### src/rtl/uart_imem_loader.sv
// Boot loader: receives a word-count-prefixed program over UART (8N1) and writes it into
// instruction memory, holding the core in reset until the last word lands.
module uart_imem_loader #(
  parameter int CLKS_PER_BIT = 868,
  parameter int ADDR_W       = 8
) (
  input  logic              clk,
  input  logic              rst,
  input  logic              uart_rx,
  output logic              imem_we,
  output logic [ADDR_W-1:0] imem_addr,
  output logic [31:0]       imem_wdata,
  output logic              core_rst,
  output logic              load_done,
  output logic              load_err
);

  localparam int CNT_W = $clog2(CLKS_PER_BIT);
  localparam logic [CNT_W-1:0] FULL_M1 = CNT_W'(CLKS_PER_BIT - 1);
  localparam logic [CNT_W-1:0] HALF_M1 = CNT_W'(CLKS_PER_BIT / 2 - 1);
  localparam logic [16:0] MAX_WORDS = 17'd1 << ADDR_W;

  // state      | meaning
  // RX_IDLE    | line idle, waiting for a falling edge
  // RX_START   | counting to mid start bit to reject glitches
  // RX_DATA    | sampling 8 data bits, LSB first
  // RX_STOP    | sampling stop bit
  typedef enum logic [1:0] {RX_IDLE, RX_START, RX_DATA, RX_STOP} rx_state_t;

  // state      | meaning
  // LEN_LO     | waiting for word count low byte
  // LEN_HI     | waiting for word count high byte
  // DATA       | assembling and writing words
  // DONE       | all words written, core released
  // ERR        | framing error or bad count, stuck until reset
  typedef enum logic [2:0] {LEN_LO, LEN_HI, DATA, DONE, ERR} ld_state_t;

  logic rx_s1_q, rx_s2_q, rx_prev_q;

  rx_state_t        rx_state_q, rx_state_d;
  logic [CNT_W-1:0] clk_cnt_q, clk_cnt_d;
  logic [2:0]       bit_cnt_q, bit_cnt_d;
  logic [7:0]       shift_q, shift_d;
  logic             byte_valid, frame_err;

  ld_state_t        state_q, state_d;
  logic [15:0]      count_q, count_d;
  logic [1:0]       byte_idx_q, byte_idx_d;
  logic [ADDR_W-1:0] word_idx_q, word_idx_d;
  logic [31:0]      word_buf_q, word_buf_d;
  logic             imem_we_q, imem_we_d;
  logic [ADDR_W-1:0] imem_addr_q, imem_addr_d;
  logic [31:0]      imem_wdata_q, imem_wdata_d;
  logic             core_rst_q, core_rst_d;
  logic [15:0]      new_count;
  logic [31:0]      word_next;

  // Preset to idle-high so reset never looks like a start bit.
  always_ff @(posedge clk or negedge rst) begin
    if (!rst) begin
      rx_s1_q   <= 1'b1;
      rx_s2_q   <= 1'b1;
      rx_prev_q <= 1'b1;
    end else begin
      rx_s1_q   <= uart_rx;
      rx_s2_q   <= rx_s1_q;
      rx_prev_q <= rx_s2_q;
    end
  end

  always_comb begin
    rx_state_d = rx_state_q;
    clk_cnt_d  = clk_cnt_q;
    bit_cnt_d  = bit_cnt_q;
    shift_d    = shift_q;
    byte_valid = 1'b0;
    frame_err  = 1'b0;
    case (rx_state_q)
      RX_IDLE: begin
        if (rx_prev_q && !rx_s2_q) begin
          rx_state_d = RX_START;
          clk_cnt_d  = HALF_M1;
        end
      end
      RX_START: begin
        if (clk_cnt_q != '0) begin
          clk_cnt_d = clk_cnt_q - CNT_W'(1);
        end else if (rx_s2_q) begin
          rx_state_d = RX_IDLE;
        end else begin
          rx_state_d = RX_DATA;
          clk_cnt_d  = FULL_M1;
          bit_cnt_d  = 3'd0;
        end
      end
      RX_DATA: begin
        if (clk_cnt_q != '0) begin
          clk_cnt_d = clk_cnt_q - CNT_W'(1);
        end else begin
          shift_d   = {rx_s2_q, shift_q[7:1]};
          clk_cnt_d = FULL_M1;
          if (bit_cnt_q == 3'd7) rx_state_d = RX_STOP;
          else bit_cnt_d = bit_cnt_q + 3'd1;
        end
      end
      RX_STOP: begin
        if (clk_cnt_q != '0) begin
          clk_cnt_d = clk_cnt_q - CNT_W'(1);
        end else begin
          rx_state_d = RX_IDLE;
          byte_valid = rx_s2_q;
          frame_err  = !rx_s2_q;
        end
      end
      default: rx_state_d = RX_IDLE;
    endcase
  end

  always_ff @(posedge clk or negedge rst) begin
    if (!rst) begin
      rx_state_q <= RX_IDLE;
      clk_cnt_q  <= '0;
      bit_cnt_q  <= '0;
      shift_q    <= '0;
    end else begin
      rx_state_q <= rx_state_d;
      clk_cnt_q  <= clk_cnt_d;
      bit_cnt_q  <= bit_cnt_d;
      shift_q    <= shift_d;
    end
  end

  always_comb begin
    state_d      = state_q;
    count_d      = count_q;
    byte_idx_d   = byte_idx_q;
    word_idx_d   = word_idx_q;
    word_buf_d   = word_buf_q;
    imem_we_d    = 1'b0;
    imem_addr_d  = imem_addr_q;
    imem_wdata_d = imem_wdata_q;
    core_rst_d   = core_rst_q;
    new_count    = {shift_q, count_q[7:0]};
    word_next    = word_buf_q;
    word_next[{byte_idx_q, 3'b000} +: 8] = shift_q;
    case (state_q)
      LEN_LO: begin
        if (frame_err) begin
          state_d = ERR;
        end else if (byte_valid) begin
          count_d[7:0] = shift_q;
          state_d      = LEN_HI;
        end
      end
      LEN_HI: begin
        if (frame_err) begin
          state_d = ERR;
        end else if (byte_valid) begin
          count_d = new_count;
          if (new_count == 16'd0 || {1'b0, new_count} > MAX_WORDS) begin
            state_d = ERR;
          end else begin
            state_d    = DATA;
            byte_idx_d = 2'd0;
            word_idx_d = '0;
          end
        end
      end
      DATA: begin
        if (frame_err) begin
          state_d = ERR;
        end else if (byte_valid) begin
          word_buf_d = word_next;
          byte_idx_d = byte_idx_q + 2'd1;
          if (byte_idx_q == 2'd3) begin
            imem_we_d    = 1'b1;
            imem_addr_d  = word_idx_q;
            imem_wdata_d = word_next;
            // Last word holds the index so a full memory never wraps to 0.
            if (17'(word_idx_q) == {1'b0, count_q} - 17'd1) state_d = DONE;
            else word_idx_d = word_idx_q + ADDR_W'(1);
          end
        end
      end
      DONE: core_rst_d = 1'b1;
      ERR: ;
      default: state_d = ERR;
    endcase
  end

  always_ff @(posedge clk or negedge rst) begin
    if (!rst) begin
      state_q      <= LEN_LO;
      count_q      <= '0;
      byte_idx_q   <= '0;
      word_idx_q   <= '0;
      word_buf_q   <= '0;
      imem_we_q    <= 1'b0;
      imem_addr_q  <= '0;
      imem_wdata_q <= '0;
      core_rst_q   <= 1'b0;
    end else begin
      state_q      <= state_d;
      count_q      <= count_d;
      byte_idx_q   <= byte_idx_d;
      word_idx_q   <= word_idx_d;
      word_buf_q   <= word_buf_d;
      imem_we_q    <= imem_we_d;
      imem_addr_q  <= imem_addr_d;
      imem_wdata_q <= imem_wdata_d;
      core_rst_q   <= core_rst_d;
    end
  end

  assign imem_we    = imem_we_q;
  assign imem_addr  = imem_addr_q;
  assign imem_wdata = imem_wdata_q;
  assign core_rst   = core_rst_q;
  assign load_done  = (state_q == DONE);
  assign load_err   = (state_q == ERR);

endmodule

### config.mk
export PLATFORM = sky130hd
export DESIGN_NAME = uart_imem_loader
export DESIGN_NICKNAME = d
export VERILOG_FILES = /design/src/rtl/uart_imem_loader.sv
export SDC_FILE = /design/constraint.sdc
export NUM_CORES = 1
export LEC_CHECK = 0
export ABC_AREA = 1
export ABC_CLOCK_PERIOD_IN_PS = 2900
export BUFFER_PORTS_ARGS = -buffer_cell sky130_fd_sc_hd__buf_2
export CELL_PAD_IN_SITES_DETAIL_PLACEMENT = 1
export CELL_PAD_IN_SITES_GLOBAL_PLACEMENT = 2
export CORE_AREA = 2 2 137 139
export CTS_CLUSTER_SIZE = 20
export DETAILED_ROUTE_END_ITERATION = 12
export DIE_AREA = 0 0 139 141
export PLACE_DENSITY_LB_ADDON = 0.1
export SETUP_SLACK_MARGIN = 0.15
export SYNTH_ARGS = -nofsm -noshare
export SYNTH_HDL_FRONTEND = slang
export SYNTH_SLANG_ARGS = --single-unit
### constraint.sdc
create_clock -name clk -period 2.9 [get_ports clk]
set_input_delay 0.58 -clock clk [delete_from_list [all_inputs] [get_ports clk]]
set_output_delay 0.58 -clock clk [all_outputs]
set_load 0.01 [all_outputs]
==> impl_metrics.tcl, run 1 <==
set metrics [dict create \
    run_status "complete, no violations" \
    numClockSinks 129 \
    yosys-top-cells-count "sky130_fd_sc_hd__nand2_1 (246), sky130_fd_sc_hd__dfrtp_1 (126), sky130_fd_sc_hd__inv_1 (93)" \
    worst_path_max_delay_cell "sky130_fd_sc_hd__dfrtp_1" \
    drive_gt1_frac 0.142 \
    clock_power_share 0.469 \
    ir_worst_vdd_mv 0.385 \
    setup_viol 0 \
    final.setup.tns_ps 0 \
    crit_path_cell_trace "inv_1, ha_2, inv_1, nand4_1, o22ai_1, nand2_1, o21ai_0" \
    grt_pass1_vias 5867 \
    grt_util_all_layers 0.191 \
    synth-async-reset-ratio 1.00 \
    cellInternalPower_mw 3.50 \
    synth.net_count 824 \
    viasPerCell 4.99 \
    cap_violations 0 \
    dpl.hpwl_um 12200 \
    fp.dieArea_um2 19600 \
    worst_path_largest_cell_delay_ps 530 \
    rows 50 \
    place_congestion 0.827 \
    worst_case_reg_to_reg_path_depth 7 \
    drtAntennaViolNets 0 \
    global_route.usage.met1 0.256 \
    core_um2 18300 \
    path_common_cell "sky130_fd_sc_hd__inv_1" \
    cts.repair_timing.setup_buffer_count 0 \
    route.detailed.drc 0 \
    synthesis.area_per_instance_um2 8.18 \
    path_class "flop to flop" \
    post_dp_cell_area_um2 7000 \
    ctsHtreeMaxLevel 4 \
    timing.critical_path.required_ps 3240 \
    antennaDiodeCount 0 \
    synth_area_leaders "sky130_fd_sc_hd__dfrtp_1 (48%), sky130_fd_sc_hd__nand2_1 (14%), sky130_fd_sc_hd__o21ai_0 (5.6%)" \
    slew_headroom 0.506 \
    power.share.sequential 0.398 \
    crit_path_max_fanout 15 \
    synth_most_common_cell "sky130_fd_sc_hd__nand2_1" \
    maximum_number_of_pins_on_one_net_before_global_route_repair 130 \
    synth_top_flop_cell "sky130_fd_sc_hd__dfrtp_1" \
    via_count 5480 \
    final_max_slew_viol_count 0 \
    global_route.overflow_total 0 \
    max_clock_freq_ghz 0.396 \
    startpoint_type "flop" \
    fin_worst_skew_ps 10.3 \
    cts_max_path_buffers 2 \
    die_x_um 139 \
    floorplan.initialDensity 0.359 \
    final_period_minus_worst_setup_slack_ps 2520 \
    p_comb_frac 0.134 \
    die_height_um 141 \
    worstSetupEndpointType "flop" \
    number_of_synthesized_register_bits 129 \
    cts_root_buffer "sky130_fd_sc_hd__clkbuf_16" \
    power_switching_share 0.284 \
    final_cell_area_excluding_filler_cells_um2 7640 \
    synth-seq-area-share 0.492 \
    synth_top_area_share 0.480 \
    grt.met3_usage 0.0370 \
    io_pins 47 \
    routed_wl_um 17600 \
    rr_endpoint "word_buf_q[3]" \
    clk_pin_slew_worst_paths_ps 60 \
    netlist-cell-type-count 39 \
    final_nets 872 \
    grt.busiest_layer "met2" \
    synthDominantAreaCellType "sky130_fd_sc_hd__dfrtp_1" \
    worst_min_delay_path_category "input pin to asynchronous set/reset pin" \
    total_power_mw 4.88 \
    avgRoutedWirePerCell_um 16.0 \
    postSynthCellCount 803 \
    syn_area_um2 6570 \
    post_cts_hold_buffer_count 0 \
    global_route_wire_length_before_repair_um 30000 \
    final_min_period_over_clock_period 0.870 \
    clkLatencyLatePin_ps 430 \
    hold_violations 0 \
    static-leakage-power_nw 3.81 \
    tritoncts "built" \
    drt_pass1_iterations 4 \
    syn2layout_area_growth_pct 16.3 \
    powerDensity_nw_per_um2 639 \
    synth_warn 0 \
    synth_enable_flop_cells 0 \
    grt_antenna_before_repair 0 \
    cts_made_buffers 17 \
    r2r_setup_slack_ps 380 \
    worstMarginPinSlew_ps 740 \
    switchingPower_mw 1.39 \
    global_route.usage.met2 0.319 \
    initialDrtViolationCount 247 \
    grt_setup_unrepaired "no" \
    io_buffers 46 \
    timing.rr.start "byte_idx_q[0]" \
    worst-endpoint-arrival_ps 2860 \
]
-- cell families (layout without fill, tap and decap cells) --
family / Yosys count / count (layout) / share of synthesized area
flops: 129 / 129 / 0.492
buf+inv: 121 / 182 / 0.0781
compound gates: 143 / 143 / 0.127
simple gates: 379 / 379 / 0.251
xor+xnor: 13 / 13 / 0.0173
fa+ha+maj: 18 / 18 / 0.0343
-- power groups by stage --
| stage | Clock [mW] | Combinational [mW] | Sequential [mW] |
|---|---|---|---|
| after floorplan | 0 | 0.458 | 1.96 |
| after global placement | 0 | 0.629 | 1.97 |
| after detailed placement | 0 | 0.655 | 1.97 |
| after CTS | 2.36 | 0.663 | 1.94 |
| after global routing | 2.43 | 0.754 | 1.95 |
| final | 2.29 | 0.653 | 1.94 |
-- final cells by class --
| type | count | area, um2 |
|---|---|---|
| Clock inverter | 13 | 173 |
| Inverter | 98 | 368 |
| Timing Repair Buffer | 52 | 290 |
| Tap cell | 234 | 293 |
| Clock buffer | 19 | 453 |
| Multi-Input combinational cell | 553 | 2830 |
| Sequential cell | 129 | 3230 |
| Fill cell | 2211 | 10600 |
-- layout by cell type, fill, tap and decap left out, drive strengths merged --
master and count:
nor3b 3, dfstp 3, nand4 9, a211oi 1
inv 102, clkbuf 19, nand2 253, o2111ai 2
a22oi 1, buf 52, nor4 2, o22ai 17
ha 18, clkinv 3, nor3 12, a32oi 9
a21oi 8, xnor2 3, or2 5, xor2 10
o32ai 8, clkinvlp 3, nor2 58, dfrtp 126
bufinv 3, nand3b 2, o21ai 97, nand3 35
-- repair_timing --
action,CTS,global route
endpoints found under the hold margin,0,0
gates resized for setup,0,2
setup endpoints to repair,0,17
-- worst max-delay path by stage --
stage / startpoint / end / slack, ps / cells after the start
4_1_cts: byte_idx_q[0] / imem_wdata[11] / 150 / 6
3_5_place_dp: byte_idx_q[0] / imem_wdata[11] / 140 / 6
2_1_floorplan: byte_idx_q[0] / imem_wdata[10] / 620 / 8
5_1_grt: byte_idx_q[0] / word_buf_q[17] / 190 / 6
6_report: byte_idx_q[0] / word_buf_q[3] / 380 / 7
3_3_place_gp: byte_idx_q[0] / word_buf_q[14] / 300 / 6
-- flip-flops by register name, summed over array words and instances, names as in the netlist, named ones only --
| signal | count |
|---|---|
| clk_cnt_q | 10 |
| rx_s2_q | 1 |
| rx_state_q | 1 |
| bit_cnt_q | 3 |
| byte_idx_q | 2 |
| imem_we | 1 |
| word_idx_q | 8 |
| imem_wdata | 32 |
| count_q | 16 |
| core_rst | 1 |
| rx_prev_q | 1 |
| shift_q | 8 |
| state_q | 3 |
| imem_addr | 8 |
| word_buf_q | 32 |
| rx_s1_q | 1 |
-- per-layer routing --
metal  routed length [um]  share of wire
met5                    0              0
met4                  166         0.0094
met3                  404          0.023
met2                 8380           0.48
met1                 8630           0.49
-- metrics by stage --
stage | setup slack (ps) | instances | util | hold WS, ps
2_1_floorplan | 624 | 803 | - | 284
3_3_place_gp | 296 | 1066 | 0.383 | 348
3_5_place_dp | 142 | 1066 | 0.383 | 350
4_1_cts | 150 | 1098 | 0.418 | 233
5_1_grt | 195 | 1098 | 0.418 | 236
6_report | 376 | 1098 | 0.418 | 241
-- critical path, delay by kind of cell (launching register included) --
kind                       cells  cell delay (ps)
and+or+nand+nor                2              520
DFF                            1              530
AOI/OAI and AO/OA              2              480
adders and majority gates      1              370
buffers and inverters          2              540
(Power assumes the default switching activity.)
==> inputs of run 2 (changes only) <==
--- a/config.mk
+++ b/config.mk
@@ -10,10 +10,10 @@
 export BUFFER_PORTS_ARGS = -buffer_cell sky130_fd_sc_hd__buf_2
 export CELL_PAD_IN_SITES_DETAIL_PLACEMENT = 1
 export CELL_PAD_IN_SITES_GLOBAL_PLACEMENT = 2
-export CORE_AREA = 2 2 137 139
+export CORE_AREA = 2 2 142 144
 export CTS_CLUSTER_SIZE = 20
 export DETAILED_ROUTE_END_ITERATION = 12
-export DIE_AREA = 0 0 139 141
+export DIE_AREA = 0 0 144 146
 export PLACE_DENSITY_LB_ADDON = 0.1
 export SETUP_SLACK_MARGIN = 0.15
 export SYNTH_ARGS = -nofsm -noshare
==> run 2 against run 1 <==
Effect of this change: combinational power grew 2%; power grew 0.14%; die area grew 7.3%; clock-buffer cell count is the same; via count grew 0.84%; critical path depth shrank 1; clock power is essentially flat; global-route usage shrank 0.59 points; largest power group unchanged.
==> impl_metrics.tcl, run 2 (synthesis results as in run 1) <==
set metrics [dict create \
    fin_worst_skew_ps 13.7 \
    slew_headroom 0.590 \
    max_clock_freq_ghz 0.397 \
    antennaDiodeCount 0 \
    cap_violations 0 \
    hold_violations 0 \
    global_route_wire_length_before_repair_um 30500 \
    ir_worst_vdd_mv 0.459 \
    r2r_setup_slack_ps 380 \
    rr_endpoint "word_buf_q[21]" \
    crit_start "byte_idx_q[0]" \
    cts.repair_timing.setup_buffer_count 0 \
    worst_case_reg_to_reg_path_depth 6 \
    syn2layout_area_growth_pct 17.2 \
    die_x_um 144 \
    cellInternalPower_mw 3.50 \
    final_cell_area_excluding_filler_cells_um2 7700 \
    avgRoutedWirePerCell_um 16.0 \
    drtAntennaViolNets 0 \
    timing.rr.start "byte_idx_q[0]" \
    grt_antenna_before_repair 0 \
    clk_pin_slew_worst_paths_ps 60 \
    cts_root_buffer "sky130_fd_sc_hd__clkbuf_16" \
    worstMarginPinSlew_ps 611 \
    crit_path_max_fanout 15 \
    timing.critical_path.to "word_buf_q[21]" \
    powerDensity_nw_per_um2 635 \
    route.detailed.drc 0 \
    numClockSinks 129 \
    run_status "complete, no violations" \
    fp.dieArea_um2 21000 \
    cts_max_path_buffers 2 \
    floorplan.initialDensity 0.340 \
    global_route.overflow_total 0 \
    final_nets 874 \
    layout.cells.most_common_list "sky130_fd_sc_hd__nand2_1 (246), sky130_fd_sc_hd__dfrtp_1 (126), sky130_fd_sc_hd__inv_1 (93)" \
    final_max_slew_viol_count 0 \
    via_count 5526 \
    worst_min_delay_path_category "input pin to asynchronous set/reset pin" \
    final_period_minus_worst_setup_slack_ps 2520 \
    leading_cell_type_in_the_layout_fill_and_taps_excluded "sky130_fd_sc_hd__nand2_1" \
    core_um2 19300 \
    switchingPower_mw 1.39 \
    grt_setup_unrepaired "yes" \
    final_min_period_over_clock_period 0.869 \
    clock_power_share 0.467 \
    place_congestion 0.763 \
    cts_made_buffers 17 \
    setup_viol 0 \
    rows 51 \
    power_switching_share 0.284 \
    path_class "flop to flop" \
    drive_gt1_frac 0.143 \
    die_height_um 146 \
    dpl.hpwl_um 12700 \
    clkLatencyLatePin_ps 430 \
    static-leakage-power_nw 3.82 \
    fillerInstances 2346 \
    drt_pass1_iterations 4 \
    timing.critical_path.required_ps 3240 \
    final.setup.tns_ps 0 \
    maximum_number_of_pins_on_one_net_before_global_route_repair 54 \
    io_buffers 46 \
    tritoncts "built" \
    post_dp_cell_area_um2 7060 \
    p_comb_frac 0.136 \
    grt_pass1_vias 5890 \
    pre_cts_ws_ps 128 \
    routed_wl_um 18100 \
    postLayoutSetupSlackWorst_ps 380 \
    ctsHtreeMaxLevel 4 \
    worstSetupEndpointType "flop" \
    initialDrtViolationCount 304 \
    viasPerCell 4.89 \
    worst-endpoint-arrival_ps 2860 \
    startpoint_type "flop" \
    grt_util_all_layers 0.185 \
    power.share.sequential 0.396 \
    io_pins 47 \
]
## run 2: changes by cell type in the layout (fill, tap and decap cells not counted), sizes merged
cell | before | now
clkinv | 3 | 6
buf | 52 | 54
inv | 102 | 100
clkinvlp | 3 | 2
## run 2: repair_timing
action	4_1_cts	5_1_grt
setup endpoints to repair	5	1
gates resized for setup	1	0
endpoints found under the hold margin	0	0
hold buffers	0	0
pin swaps	0	0
## run 2: metrics by stage
stage | utilization | cells | hold WS, ps | total power, mW
final | 0.398 | 1131 | 99.9 | 4.89
after CTS | 0.398 | 1131 | 111 | 4.96
after global placement | 0.365 | 1099 | 346 | 2.60
after global routing | 0.398 | 1131 | 132 | 5.14
after floorplan | - | 803 | 284 | 2.41
after detailed placement | 0.365 | 1099 | 347 | 2.63
## run 2: worst min-delay path by stage
stage / from / endpoint / slack (ps) / cells after the start
CTS: rst / imem_addr[4] / 110 / 1
global placement: rx_s1_q / rx_s2_q / 350 / 0
detailed placement: rx_s1_q / rx_s2_q / 350 / 0
global route: rst / imem_addr[6] / 130 / 1
finish: rst / imem_addr[6] / 100 / 1
floorplan: rst / asynchronous set/reset pin / 280 / 0
## run 2: final cells by class
class                           count  area [um2]  area share
Clock buffer                       19         453      0.0589
Inverter                           98         368      0.0478
Tap cell                          265         332      0.0431
Clock inverter                     13         176      0.0229
Sequential cell                   129        3230       0.420
Multi-Input combinational cell    553        2830       0.367
Timing Repair Buffer               54         309      0.0402
## run 2: per-layer routing
metal / global-route usage / routed length, um / vias up
met5: 0 / 0 / -
met4: 0.0569 / 284 / 0
met3: 0.0398 / 525 / 20
met2: 0.295 / 8430 / 71
met1: 0.251 / 8900 / 2723
li1: - / - / 2712
## run 2: worst max-delay path, cell delays in order (launching register included)
cell and delay [ps]:
sky130_fd_sc_hd__dfrtp_1 540, sky130_fd_sc_hd__inv_1 410, sky130_fd_sc_hd__ha_1 490, sky130_fd_sc_hd__nand4_1 460, sky130_fd_sc_hd__o22ai_1 340, sky130_fd_sc_hd__nand2_1 90
sky130_fd_sc_hd__o21ai_0 100
## run 2: power groups by stage
stage                     registers, mW  clock network, mW  logic [mW]
after global placement             1.97                  0       0.635
after CTS                          1.94               2.35       0.674
after floorplan                    1.96                  0       0.458
final                              1.94               2.29       0.666
after global routing               1.95               2.42       0.763
after detailed placement           1.97                  0       0.664
